File: config.mk
export PLATFORM = sky130hd
export DESIGN_NAME = pipeline_hazard_forward_unit_flat
export DESIGN_NICKNAME = d
export VERILOG_FILES = /design/src/rtl/pipeline_hazard_forward_unit_if.sv /design/src/rtl/pipeline_hazard_forward_unit.sv /design/src/flat_wrapper.sv
export SDC_FILE = /design/constraint.sdc
export NUM_CORES = 1
export LEC_CHECK = 0
export BUFFER_PORTS_ARGS = -buffer_cell sky130_fd_sc_hd__buf_4
export CAP_MARGIN = 20
export CORE_UTILIZATION = 40
export DETAILED_ROUTE_END_ITERATION = 7
export GPL_TIMING_DRIVEN = 0
export PLACE_DENSITY = 0.66
export SETUP_SLACK_MARGIN = 0.05
export SYNTH_ARGS = -nofsm -noshare
export SYNTH_HDL_FRONTEND = slang
export SYNTH_SLANG_ARGS = --single-unit
File: constraint.sdc
create_clock -name Clock -period 1.7 [get_ports Clock]
set_input_delay 0.085 -clock Clock [delete_from_list [all_inputs] [get_ports Clock]]
set_output_delay 0.085 -clock Clock [all_outputs]
set_load 0.01 [all_outputs]
File: src/rtl/pipeline_hazard_forward_unit_if.sv
// Purpose : ID-stage issue bus and EX-stage hazard/forwarding results for
//           pipeline_hazard_forward_unit.
// Signals : ID_Valid, ID_SrcA/B, ID_UsesA/B, ID_Dest, ID_WritesReg, ID_IsLoad,
//           JumpEnable (issuer -> unit); Stall, IF_ID_Flush (combinational),
//           EX_Valid, EX_FwdSelA/B, StallCount (registered) (unit -> pipeline).
// Modports: master = pipeline/issuer side, slave = hazard unit.
interface pipeline_hazard_forward_unit_if #(
  parameter int unsigned REG_AW = 4,
  parameter int unsigned CNT_W  = 16
);
  logic              ID_Valid;
  logic [REG_AW-1:0] ID_SrcA;
  logic [REG_AW-1:0] ID_SrcB;
  logic              ID_UsesA;
  logic              ID_UsesB;
  logic [REG_AW-1:0] ID_Dest;
  logic              ID_WritesReg;
  logic              ID_IsLoad;
  logic              JumpEnable;
  logic              Stall;
  logic              IF_ID_Flush;
  logic              EX_Valid;
  logic [1:0]        EX_FwdSelA;
  logic [1:0]        EX_FwdSelB;
  logic [CNT_W-1:0]  StallCount;

  modport master (
    output ID_Valid, ID_SrcA, ID_SrcB, ID_UsesA, ID_UsesB, ID_Dest,
           ID_WritesReg, ID_IsLoad, JumpEnable,
    input  Stall, IF_ID_Flush, EX_Valid, EX_FwdSelA, EX_FwdSelB, StallCount
  );

  modport slave (
    input  ID_Valid, ID_SrcA, ID_SrcB, ID_UsesA, ID_UsesB, ID_Dest,
           ID_WritesReg, ID_IsLoad, JumpEnable,
    output Stall, IF_ID_Flush, EX_Valid, EX_FwdSelA, EX_FwdSelB, StallCount
  );
endinterface

File: src/rtl/pipeline_hazard_forward_unit.sv
// Purpose : Scoreboard hazard/forwarding controller for the 5-stage pipeline.
//           Three slots (ID/EX, EX/MEM, MEM/WB) track in-flight register
//           writes; the unit produces the IF/ID stall, the jump flush and the
//           registered EX operand forwarding selects.
// Ports   : Clock  - rising-edge clock
//           Reset  - synchronous, active-low reset
//           bus    - pipeline_hazard_forward_unit_if.slave (ID issue fields in,
//                    Stall/IF_ID_Flush/EX_Valid/EX_FwdSelA/B/StallCount out)
// Config  : FORWARDING_EN defined   -> forwarding, only load-use stalls
//           FORWARDING_EN undefined -> no forwarding, stall on any match
// FwdSel  : 00 RF, 01 EX/MEM, 10 MEM/WB, 11 WB bypass register
module pipeline_hazard_forward_unit #(
  parameter int unsigned REG_AW   = 4,
  parameter int unsigned CNT_W    = 16,
  parameter int unsigned ZERO_REG = 0,
  parameter int unsigned FLUSH_EX = 0
) (
  input  logic                          Clock,
  input  logic                          Reset,
  pipeline_hazard_forward_unit_if.slave bus
);

  typedef struct packed {
    logic              valid;
    logic [REG_AW-1:0] dest;
    logic              writes;
    logic              is_load;
  } slot_t;

  slot_t            r_slot [3];
  logic             r_ex_valid;
  logic [1:0]       r_fwd_a;
  logic [1:0]       r_fwd_b;
  logic [CNT_W-1:0] r_stall_cnt;

  logic [2:0]       w_match_a;
  logic [2:0]       w_match_b;
  logic             w_hazard;
  logic             w_stall;
  logic             w_issue;
  logic [1:0]       w_fwd_a;
  logic [1:0]       w_fwd_b;
  logic             w_unused_slot2_load;

  // A slot matches a source only for a real, reading ID instruction.
  function automatic logic f_match(slot_t s, logic [REG_AW-1:0] src,
                                   logic uses, logic id_valid);
    logic zero_src;
    zero_src = (ZERO_REG != 0) && (src == '0);
    return id_valid && uses && s.valid && s.writes && (s.dest == src) && !zero_src;
  endfunction

`ifdef FORWARDING_EN
  // Youngest producer wins.
  function automatic logic [1:0] f_sel(logic [2:0] m);
    if (m[0])      return 2'b01;
    else if (m[1]) return 2'b10;
    else if (m[2]) return 2'b11;
    else           return 2'b00;
  endfunction
`endif

  // Source-vs-slot match vectors.
  always_comb begin
    w_match_a = '0;
    w_match_b = '0;
    for (int i = 0; i < 3; i++) begin
      w_match_a[i] = f_match(r_slot[i], bus.ID_SrcA, bus.ID_UsesA, bus.ID_Valid);
      w_match_b[i] = f_match(r_slot[i], bus.ID_SrcB, bus.ID_UsesB, bus.ID_Valid);
    end
  end

  // Hazard, stall/issue decision and next forwarding selects.
  always_comb begin
    w_hazard = 1'b0;
    w_fwd_a  = 2'b00;
    w_fwd_b  = 2'b00;
`ifdef FORWARDING_EN
    w_hazard = r_slot[0].is_load & (w_match_a[0] | w_match_b[0]);
`else
    w_hazard = |(w_match_a | w_match_b);
`endif
    // Flush beats hazard: a jump discards the ID instruction instead of holding it.
    w_stall = w_hazard & ~bus.JumpEnable & Reset;
    w_issue = bus.ID_Valid & ~w_stall & ~bus.JumpEnable;
`ifdef FORWARDING_EN
    if (w_issue) begin
      w_fwd_a = f_sel(w_match_a);
      w_fwd_b = f_sel(w_match_b);
    end
`endif
  end

  // Slot shift register, EX-aligned selects and saturating stall counter.
  always_ff @(posedge Clock) begin
    if (!Reset) begin
      for (int i = 0; i < 3; i++) r_slot[i] <= '0;
      r_ex_valid  <= 1'b0;
      r_fwd_a     <= 2'b00;
      r_fwd_b     <= 2'b00;
      r_stall_cnt <= '0;
    end else begin
      r_slot[2] <= r_slot[1];
      r_slot[1] <= r_slot[0];
      if (bus.JumpEnable && (FLUSH_EX != 0)) r_slot[1].valid <= 1'b0;
      r_slot[0] <= '{valid:   w_issue,
                     dest:    bus.ID_Dest,
                     writes:  bus.ID_WritesReg,
                     is_load: bus.ID_IsLoad};
      r_ex_valid <= w_issue;
      r_fwd_a    <= w_fwd_a;
      r_fwd_b    <= w_fwd_b;
      if (w_stall && (r_stall_cnt != '1)) r_stall_cnt <= r_stall_cnt + CNT_W'(1);
    end
  end

  // The oldest slot's load flag has no consumer.
  assign w_unused_slot2_load = r_slot[2].is_load;

  assign bus.Stall       = w_stall;
  assign bus.IF_ID_Flush = bus.JumpEnable & Reset;
  assign bus.EX_Valid    = r_ex_valid;
  assign bus.EX_FwdSelA  = r_fwd_a;
  assign bus.EX_FwdSelB  = r_fwd_b;
  assign bus.StallCount  = r_stall_cnt;

endmodule

File: src/flat_wrapper.sv
// flat-port wrapper written by rule: the top's interface ports become plain ports
module pipeline_hazard_forward_unit_flat 
#(
  parameter int unsigned REG_AW   = 4,
  parameter int unsigned CNT_W    = 16,
  parameter int unsigned ZERO_REG = 0,
  parameter int unsigned FLUSH_EX = 0
)
  (Clock, Reset, bus_ID_Valid, bus_ID_SrcA, bus_ID_SrcB, bus_ID_UsesA, bus_ID_UsesB, bus_ID_Dest, bus_ID_WritesReg, bus_ID_IsLoad, bus_JumpEnable, bus_Stall, bus_IF_ID_Flush, bus_EX_Valid, bus_EX_FwdSelA, bus_EX_FwdSelB, bus_StallCount);
  pipeline_hazard_forward_unit_if #(.REG_AW(REG_AW), .CNT_W(CNT_W)) bus_i ();
  input  logic Clock;
  input  logic Reset;
  input wire logic [$bits(bus_i.ID_Valid)-1:0] bus_ID_Valid;
  input wire logic [$bits(bus_i.ID_SrcA)-1:0] bus_ID_SrcA;
  input wire logic [$bits(bus_i.ID_SrcB)-1:0] bus_ID_SrcB;
  input wire logic [$bits(bus_i.ID_UsesA)-1:0] bus_ID_UsesA;
  input wire logic [$bits(bus_i.ID_UsesB)-1:0] bus_ID_UsesB;
  input wire logic [$bits(bus_i.ID_Dest)-1:0] bus_ID_Dest;
  input wire logic [$bits(bus_i.ID_WritesReg)-1:0] bus_ID_WritesReg;
  input wire logic [$bits(bus_i.ID_IsLoad)-1:0] bus_ID_IsLoad;
  input wire logic [$bits(bus_i.JumpEnable)-1:0] bus_JumpEnable;
  output wire logic [$bits(bus_i.Stall)-1:0] bus_Stall;
  output wire logic [$bits(bus_i.IF_ID_Flush)-1:0] bus_IF_ID_Flush;
  output wire logic [$bits(bus_i.EX_Valid)-1:0] bus_EX_Valid;
  output wire logic [$bits(bus_i.EX_FwdSelA)-1:0] bus_EX_FwdSelA;
  output wire logic [$bits(bus_i.EX_FwdSelB)-1:0] bus_EX_FwdSelB;
  output wire logic [$bits(bus_i.StallCount)-1:0] bus_StallCount;
  assign bus_i.ID_Valid = bus_ID_Valid;
  assign bus_i.ID_SrcA = bus_ID_SrcA;
  assign bus_i.ID_SrcB = bus_ID_SrcB;
  assign bus_i.ID_UsesA = bus_ID_UsesA;
  assign bus_i.ID_UsesB = bus_ID_UsesB;
  assign bus_i.ID_Dest = bus_ID_Dest;
  assign bus_i.ID_WritesReg = bus_ID_WritesReg;
  assign bus_i.ID_IsLoad = bus_ID_IsLoad;
  assign bus_i.JumpEnable = bus_JumpEnable;
  assign bus_Stall = bus_i.Stall;
  assign bus_IF_ID_Flush = bus_i.IF_ID_Flush;
  assign bus_EX_Valid = bus_i.EX_Valid;
  assign bus_EX_FwdSelA = bus_i.EX_FwdSelA;
  assign bus_EX_FwdSelB = bus_i.EX_FwdSelB;
  assign bus_StallCount = bus_i.StallCount;
  pipeline_hazard_forward_unit #(.REG_AW(REG_AW), .CNT_W(CNT_W), .ZERO_REG(ZERO_REG), .FLUSH_EX(FLUSH_EX)) u_core (.Clock(Clock), .Reset(Reset), .bus(bus_i));
endmodule
==> results.cfg, run 1 <==
[cells_and_area]
final_common_cell = buf_4
layout.cells.non_filler = 298
nets = 268
design_area_um2 = 2450
layout_common_cells = buf_4 (47), dfxtp_1 (24), and2_1 (18), nand2_1 (17), xnor2_1 (14)
n_fill_cell = 384
finish.utilization_pct = 60.9
syn2layout_area_growth_pct = 44.5
diodes = 0
drive_above_1_share_pct = 37.9

[cts]
clkLatencyLatePin_ns = 0.29
clockBufferDepth = 2
cts_buffers = 5
numClockSinks = 34
cts_root_buffer = clkbuf_8
cts_tree = done
htreeDepth = 2
clkTransAtPathRegs_ns = 0.07

[setup_path]
rr_endpoint = u_core.bus.StallCount[13]$_SDFFE_PN0P_
reg2regPathDepth = 9
end_kind = flip-flop
cp.arrival_ns = 2.20
crit_top_cell = buf_4
ff2ff_setup_slack_ns = -0.28
critPathBufInv = 2
cp_top_family = simple AND/OR/NAND/NOR gates
crit_path_max_incr_delay_ns = 0.57
rr_startpoint = u_core.r_slot[0][2]$_SDFF_PN0_
path_class = reg2reg
cp-start-kind = flip-flop
cp_max_fo = 8
crit_slowest_cell = or4_4
path_cells = xnor2_1, nand3_1, nor3_1, or4_4, buf_4, nor2_4, buf_4, o31ai_2, a21oi_1
worstPathRequired_ns = 1.92

[global_route]
grt_pass1_vias = 1403
antenna_found_initial = 0
grt_util_all_layers_pct = 19.7
overflow = 0
use_met3_pct = 6.59
use_met1_pct = 25.7
busiest_layer = met2
grt_max_degree = 13
grt_util_met2_pct = 29.6
grt_pass1_wl_mm = 6.45

[floorplan]
dieArea_um2 = 4510
row_count = 23
design.portCount = 43
initial_core_util_pct = 42.1
die_w_um = 67.2
die_y_um = 67.2
core-area_um2 = 4030

[synth]
ys_ff_latch = 34
synth_compound_area_share_pct = 5.31
synth_cell_types = 31
synthCells = 186
yosys.area_share.simple_pct = 31.0
synth_xor_area_share_pct = 12.9
avgSynthCellArea_um2 = 9.13
syn_area_um2 = 1700
yosysWarnings = 0
synthMuxAreaShare_pct = 6.48
synth_top_family_by_area = simple AND/OR/NAND/NOR gates
synth_fa_ha_area_share_pct = 0.737
synth.yosys.seq_area_share_pct = 40.1

[place]
post-place-ws_ns = -0.223
gp_congestion = 0.803
postPlaceCellArea_um2 = 2080
dp_cells = 276
portBuffers = 37
hpwl_mm = 2.64

[routing]
first_pass_iters = 4
vias_per_cell = 4.97
final_antenna_net_count = 0
drt-initial-drc-count = 48
wire_per_inst_um = 13.2
finalWirelength_mm = 3.93
vias = 1481
drcViolationCount = 0

[timing]
timing.final.ws_setup_ns = -0.280
timing.final.crit_share_pct = 116
slew_headroom_pct = 66.2
rsz0062_at_grt = yes
fin_tns_setup_ns = -3.21
skew_ns = 0.00249
max_freq_ghz = 0.505
slew_viol_final = 0
setup_viol = 18
tightest_slew_ns = 0.506
hold_violations = 0
period_needed_ns = 1.98

[min_path]
hold_depth = 3
min-delay-path-class = in2reg
hold_end = u_core.bus.StallCount[5]$_SDFFE_PN0P_
min_from = Reset

[run_status]
violations = setup timing
status = finished, violations left

[power]
p_leak_nw = 0.985
peakVddDrop_mv = 0.410
power.density_nw_per_um2 = 773

[flow_run]
drv_cap = 0
## report_power, final
part | internal [mW] | switching [mW] | total [mW]
clock | 0.587 | 0.317 | 0.904
sequential | 0.814 | 0.0149 | 0.829
combinational | 0.0881 | 0.0742 | 0.162
total | 1.49 | 0.406 | 1.90
## worst reg2reg max path: stages (launching register included)
cell	delay [ns]
dfxtp_2	0.34
xnor2_1	0.13
nand3_1	0.09
nor3_1	0.05
or4_4	0.57
buf_4	0.17
nor2_4	0.18
buf_4	0.16
o31ai_2	0.07
a21oi_1	0.16
## worst max-delay path by stage
stage / end / startpoint / depth (start not counted) / slack, ns
after floorplan: u_core.bus.StallCount[14]$_SDFFE_PN0P_ / u_core.r_slot[0][18]$_SDFF_PN0_ / 7 / -0.008
after global placement: u_core.bus.StallCount[15]$_SDFFE_PN0P_ / u_core.r_slot[0][18]$_SDFF_PN0_ / 7 / -0.24
after detailed placement: u_core.bus.StallCount[15]$_SDFFE_PN0P_ / u_core.r_slot[0][16]$_SDFF_PN0_ / 7 / -0.22
after CTS: bus_Stall / u_core.r_slot[0][5]$_SDFF_PN0_ / 7 / -0.24
after global routing: bus_Stall / u_core.r_slot[0][2]$_SDFF_PN0_ / 7 / -0.31
final: u_core.bus.StallCount[13]$_SDFFE_PN0P_ / u_core.r_slot[0][2]$_SDFF_PN0_ / 9 / -0.28
## area by class of cell
type,instances,area (um2),share of cell area [%]
plain buffers,8,45.0,1.84
clock buffers,5,68.8,2.80
clock inverters,3,68.8,2.80
inverters,3,11.3,0.459
multi-input cells,144,1100,44.7
flip-flops and latches,34,693,28.3
well taps,50,62.6,2.55
repair buffers,51,407,16.6
## sequential cells by signal, summed over array words and instances, names as in the netlist
signal / count
u_core.r_slot: 18
u_core.bus.StallCount: 16
## through the flow
stage | hold WS (ns) | power [mW]
after floorplan | 0.212 | 0.928
after global placement | 0.295 | 0.995
after detailed placement | 0.295 | 0.996
after CTS | 0.0634 | 1.90
after global routing | 0.0878 | 1.97
final | 0.0729 | 1.90
## kinds of logic after synthesis
family,after synthesis
XOR/XNOR,25
buffers and inverters,11
adder cells (fa/ha/maj),1
flip-flops,34
AND/OR/NAND/NOR,92
other,1
multiplexers,11
AO/OA/AOI/OAI,11
## timing repair
item                                    4_1_cts  5_1_grt
endpoints found under the hold margin         5        0
endpoints found under the setup margin       18       18
pin swaps                                     8        6
buffers inserted                              6        3
gates resized for setup                      20        7
hold buffers                                  5        0
## routing by layer
| metal | vias up | wire length, um |
|---|---|---|
| li1 | 757 | - |
| met1 | 661 | 1940 |
| met2 | 52 | 1670 |
| met3 | 11 | 235 |
| met4 | 0 | 78 |
| met5 | - | 0 |
## Yosys cell counts
| master | instances | area share [%] |
|---|---|---|
| a21oi_1 | 3 | 0.88 |
| a21oi_4 | 1 | 0.96 |
| and2_1 | 18 | 6.6 |
| and3_1 | 4 | 1.5 |
| and3_2 | 2 | 0.88 |
| and4_1 | 2 | 1.0 |
| buf_4 | 4 | 1.8 |
| clkbuf_1 | 4 | 0.88 |
| conb_1 | 1 | 0.22 |
| dfxtp_1 | 34 | 40 |
| ha_1 | 1 | 0.74 |
| inv_1 | 3 | 0.66 |
| mux2i_1 | 11 | 6.5 |
| nand2_1 | 17 | 3.8 |
| nand2b_1 | 8 | 2.9 |
| nand3_1 | 8 | 2.4 |
| nand4_1 | 9 | 3.3 |
| nand4_2 | 1 | 0.74 |
| nor2_1 | 5 | 1.1 |
| nor2_4 | 1 | 0.66 |
| nor3_1 | 11 | 3.2 |
| nor3b_1 | 1 | 0.44 |
| nor4_1 | 1 | 0.37 |
| o211ai_1 | 1 | 0.44 |
| o21ai_0 | 1 | 0.29 |
| o21ai_4 | 1 | 0.96 |
| o31ai_1 | 4 | 1.8 |
| or4_1 | 3 | 1.3 |
| or4_4 | 1 | 0.66 |
| xnor2_1 | 14 | 7.2 |
| xor2_1 | 11 | 5.7 |
No activity file was read; power rests on OpenSTA's default activity.
==> inputs of run 2 (changes only) <==
- CORE_MARGIN: unset -> 2
- PLACE_DENSITY: 0.66 -> 0.65
==> run 2 against run 1 <==
Effect of this change:
- the flow still finishes with violations (setup timing)
- sequential power hardly changed
- die area is 6.0% higher
- critical path depth is the same
- utilization decreased by 1.1 points
- combinational power down 2%
- via count grew 1.8%
- fmax shrank 1.4%
- worst hold slack lost 0.066 ns
- clock-buffer cell count grew 2
- setup slack got worse by 0.029 ns
- wire length grew 7.4%
- first-iteration DRC count down 40%
- largest cell class unchanged
- largest power group is now registers
==> results.cfg, run 2 (synthesis gave the netlist of run 1 again) <==
[cells_and_area]
n_fill_cell = 392
regArea_um2 = 698
diodes = 0
layout_common_cells = buf_4 (49), dfxtp_1 (22), and2_1 (18), nand2_1 (17), xnor2_1 (13)
multi_input_area_um2 = 1110
syn2layout_area_growth_pct = 42.0
largest_reg_flops = 18
top_register = u_core.r_slot
drive_above_1_share_pct = 40.3
nets = 268
final_common_cell = buf_4

[routing]
first_pass_iters = 4
wire_per_inst_um = 14.2
final_antenna_net_count = 0
finalWirelength_mm = 4.22
vias_per_cell = 5.06
vias = 1507
drt-initial-drc-count = 29
drcViolationCount = 0

[setup_path]
end_kind = flip-flop
critPathBufInv = 2
cp_top_family = simple AND/OR/NAND/NOR gates
cp-start-kind = flip-flop
crit_slowest_cell = dfxtp_2
path_class = reg2reg
crit_start = u_core.r_slot[0][16]$_SDFF_PN0_
path_cells = xor2_1, nor3_2, nand4_1, a21oi_4, o21ai_4, buf_4, buf_6, nor3_2, mux2i_1
crit_path_max_incr_delay_ns = 0.33
cp_max_fo = 6
cp.arrival_ns = 2.22
worstPathRequired_ns = 1.91
rr_startpoint = u_core.r_slot[0][16]$_SDFF_PN0_
crit_top_cell = nor3_2

[timing]
max_freq_ghz = 0.498
timing.final.crit_share_pct = 118
timing.final.ws_setup_ns = -0.309
period_needed_ns = 2.01
slew_viol_final = 0
tightest_slew_ns = 0.511
setup_viol = 18
rsz0062_at_grt = yes
slew_headroom_pct = 65.9
hold_violations = 0
fin_tns_setup_ns = -3.98
skew_ns = 0.00308

[place]
gp_congestion = 0.786
portBuffers = 37
post-place-ws_ns = -0.289
hpwl_mm = 2.79

[floorplan]
die_w_um = 69.2
initial_core_util_pct = 42.1
die_y_um = 69.2
core-area_um2 = 4030
dieArea_um2 = 4780
row_count = 23
design.portCount = 43

[cts]
clkLatencyLatePin_ns = 0.28
htreeDepth = 2
cts_root_buffer = clkbuf_8
hold_buffers = 0
clockBufferDepth = 2
cts_tree = done
cts_buffers = 5
numClockSinks = 34
clkTransAtPathRegs_ns = 0.07

[run_status]
violations = setup timing
status = finished, violations left

[global_route]
grt_util_all_layers_pct = 17.7
antenna_found_initial = 0
overflow = 0
grt_pass1_wl_mm = 6.87
grt_pass1_vias = 1475
grt_max_degree = 11

[power]
p_comb_share_pct = 9.9
p_sw_mw = 0.374
pwr-share-clk_pct = 38.2
swShare_pct = 23.4
power_frac_seq_pct = 51.9
power.density_nw_per_um2 = 663
p_int_mw = 1.22
peakVddDrop_mv = 0.400
p_leak_nw = 0.944

[flow_run]
drv_cap = 0

[min_path]
min_from = bus_ID_Dest[0]
min-delay-path-class = in2reg
## run 2: cell types whose count changed in the layout (fill, tap and decap cells not counted), moves of 2 or more
cell and delta:
dlygate4sd3_1 -5, a21oi_1 -2, a21oi_2 +2, buf_4 +2, buf_6 +2, bufinv_16 -2, dfxtp_1 -2
## run 2: timing repair
item	CTS	global route
gates resized for setup	17	18
cloned	1	0
setup endpoints to repair	18	18
pin swaps	11	6
endpoints found under the hold margin	0	0
setup buffers	7	7
## run 2: cell type report
| type | instances | share of cell area (%) |
|---|---|---|
| Multi-Input combinational cell | 145 | 46.0 |
| Clock inverter | 1 | 0.208 |
| Clock buffer | 7 | 3.58 |
| Sequential cell | 34 | 29.0 |
| Tap cell | 50 | 2.59 |
| Timing Repair Buffer | 50 | 16.3 |
| Buffer | 8 | 1.87 |
| Inverter | 3 | 0.467 |
## run 2: power groups by stage
| stage | Clock, mW | Sequential (mW) | Combinational (mW) |
|---|---|---|---|
| 2_1_floorplan | 0 | 0.843 | 0.0841 |
| 3_3_place_gp | 0 | 0.846 | 0.149 |
| 3_5_place_dp | 0 | 0.847 | 0.151 |
| 4_1_cts | 0.620 | 0.829 | 0.155 |
| 5_1_grt | 0.655 | 0.832 | 0.175 |
| 6_report | 0.610 | 0.829 | 0.158 |
## run 2: stage by stage
| step | cell area [um2] | cells | utilization, % | total power, mW | hold slack (ns) |
|---|---|---|---|---|---|
| final | 2410 | 298 | 59.8 | 1.60 | 0.00638 |
| after global routing | 2410 | 298 | 59.8 | 1.66 | 0.00225 |
| after CTS | 2290 | 292 | 56.9 | 1.60 | 0.00630 |
| after detailed placement | 2080 | 276 | 51.7 | 0.997 | 0.298 |
| after global placement | 2080 | 276 | 51.7 | 0.995 | 0.295 |
| after floorplan | 1740 | 189 | - | 0.928 | 0.212 |
## run 2: worst paths after layout
path                                            to  slack [ns]  depth (start not counted)
max          u_core.bus.StallCount[7]$_SDFFE_PN0P_       -0.31                          9
min                 u_core.r_slot[0][2]$_SDFF_PN0_       0.006                          2
max reg2reg  u_core.bus.StallCount[7]$_SDFFE_PN0P_       -0.31                          9
min reg2reg        u_core.r_slot[0][20]$_SDFF_PN0_        0.49                          1
## run 2: layer usage
layer / part of all wire (%) / vias up / track usage (%)
met1: 47 / 700 / 24.4
met3: 4.8 / 9 / 4.53
met2: 46 / 41 / 26.9
met5: 0 / - / 0
met4: 2.1 / 0 / 6.10
li1: - / 757 / -
==> inputs of run 3 (changes only) <==
- PLACE_DENSITY: 0.65 -> 0.68
- SLEW_MARGIN: unset -> 20
==> run 3 against run 2 <==
Effect of this change:
- the flow still finishes with violations (setup timing)
- global-route usage down 0.60 points
- fmax is 3.8% higher
- setup slack better by 0.074 ns
- critical path depth decreased by 2
- power is 9.0% higher
- wire length down 11%
- final cell count decreased by 1.7%
- highest routed layer unchanged
==> results.cfg, run 3 (synthesis gave the netlist of run 1 again) <==
[run_status]
status = finished, violations left
violations = setup timing

[global_route]
grt_util_met2_pct = 26.2
grt_max_degree = 13
grt_pass1_vias = 1440
overflow = 0
use_met3_pct = 4.09
antenna_found_initial = 0
grt_util_all_layers_pct = 17.1
use_met1_pct = 23.1
grt_pass1_wl_mm = 6.60
busiest_layer = met2

[setup_path]
cp-start-kind = flip-flop
cp.arrival_ns = 1.85
end_kind = output pin
path_class = reg2out
cp_max_fo = 3
worstPathRequired_ns = 1.62

[routing]
vias = 1483
finalWirelength_mm = 3.75
wire_per_inst_um = 12.8
final_antenna_net_count = 0
drt-initial-drc-count = 58
drcViolationCount = 0
vias_per_cell = 5.06
first_pass_iters = 4

[timing]
slew_headroom_pct = 65.5
slew_viol_final = 0
rsz0062_at_grt = yes
max_freq_ghz = 0.517
fin_tns_setup_ns = -2.56
skew_ns = 0.00896
timing.final.ws_setup_ns = -0.235
period_needed_ns = 1.93
tightest_slew_ns = 0.516
setup_viol = 17
timing.final.crit_share_pct = 114
hold_violations = 0

[floorplan]
core-area_um2 = 4030
design.portCount = 43
die_w_um = 69.2
initial_core_util_pct = 42.1
row_count = 23
dieArea_um2 = 4780
die_y_um = 69.2

[place]
hpwl_mm = 2.72
postPlaceCellArea_um2 = 2080
portBuffers = 37
gp_congestion = 0.756

[cells_and_area]
syn2layout_area_growth_pct = 43.2
largest_reg_flops = 18
nets = 263
final_common_cell = buf_4
drive_above_1_share_pct = 38.7
design_area_um2 = 2430
diodes = 0
layout_common_cells = buf_4 (43), dfxtp_1 (23), and2_1 (18), nand2_1 (17), xnor2_1 (14)
n_fill_cell = 345
top_register = u_core.r_slot

[cts]
cts_tree = done
clockBufferDepth = 2
cts_buffers = 5
numClockSinks = 34
clkLatencyLatePin_ns = 0.29
htreeDepth = 2
cts_root_buffer = clkbuf_8
clkTransAtPathRegs_ns = 0.07

[power]
peakVddDrop_mv = 0.453
power.density_nw_per_um2 = 716
p_leak_nw = 0.966

[min_path]
min-delay-path-class = in2reg

[flow_run]
drv_cap = 0
[run 3: routing by layer]
layer  vias to the layer above  share of wire [%]
met1                       696                 47
met4                         0                1.5
met2                        37                 45
met5                         -                  0
met3                         5                5.8
li1                        745                  -
[run 3: path summary, 6_finish.rpt]
kind | end | depth (start not counted) | slack, ns | start
setup reg to reg | u_core.bus.StallCount[0]$_SDFFE_PN0P_ | 9 | -0.21 | u_core.r_slot[0][10]$_SDFF_PN0_
hold / removal | u_core.r_slot[0][4]$_SDFF_PN0_ | 2 | 0.002 | bus_ID_Dest[2]
setup / recovery | bus_Stall | 7 | -0.23 | u_core.r_slot[0][10]$_SDFF_PN0_
hold reg to reg | u_core.r_slot[0][8]$_SDFF_PN0_ | 1 | 0.48 | u_core.r_slot[0][1]$_SDFF_PN0_
[run 3: critical path, stage by stage, from the launching register on]
cell,delay [ns]
dfxtp_2,0.34
xnor2_1,0.12
nand3_1,0.09
nor3_1,0.05
or4_4,0.58
o21ai_4,0.21
inv_2,0.05
buf_6,0.11
[run 3: what timing repair did]
item	CTS	global route
hold buffers	2	1
pin swaps	14	8
endpoints found under the setup margin	18	18
hold endpoints to repair	2	1
buffers inserted	5	1
gates resized for setup	21	15
[run 3: final cells by class]
class	instances	area, um2	area share [%]
Buffer	8	45.0	1.85
Clock inverter	3	45.0	1.85
Multi-Input combinational cell	144	1130	46.6
Tap cell	50	62.6	2.57
Clock buffer	5	68.8	2.83
Timing Repair Buffer	46	368	15.1
Sequential cell	34	697	28.7
Inverter	3	11.3	0.463
[run 3: metrics by stage]
step | total power [mW] | std cells | util [%] | worst slack [ns] | hold slack (ns)
after floorplan | 0.928 | 189 | - | -0.00809 | 0.212
after global placement | 0.995 | 276 | 51.7 | -0.215 | 0.293
after detailed placement | 0.997 | 276 | 51.7 | -0.196 | 0.298
after CTS | 1.75 | 291 | 58.7 | -0.221 | 0.000261
after global routing | 1.81 | 293 | 60.3 | -0.290 | 0.0112
final | 1.74 | 293 | 60.3 | -0.235 | 0.00208
[run 3: report_power, final]
group | internal [mW] | switching [mW]
logic | 0.0870 | 0.0740
clock network | 0.436 | 0.316
registers | 0.813 | 0.0152
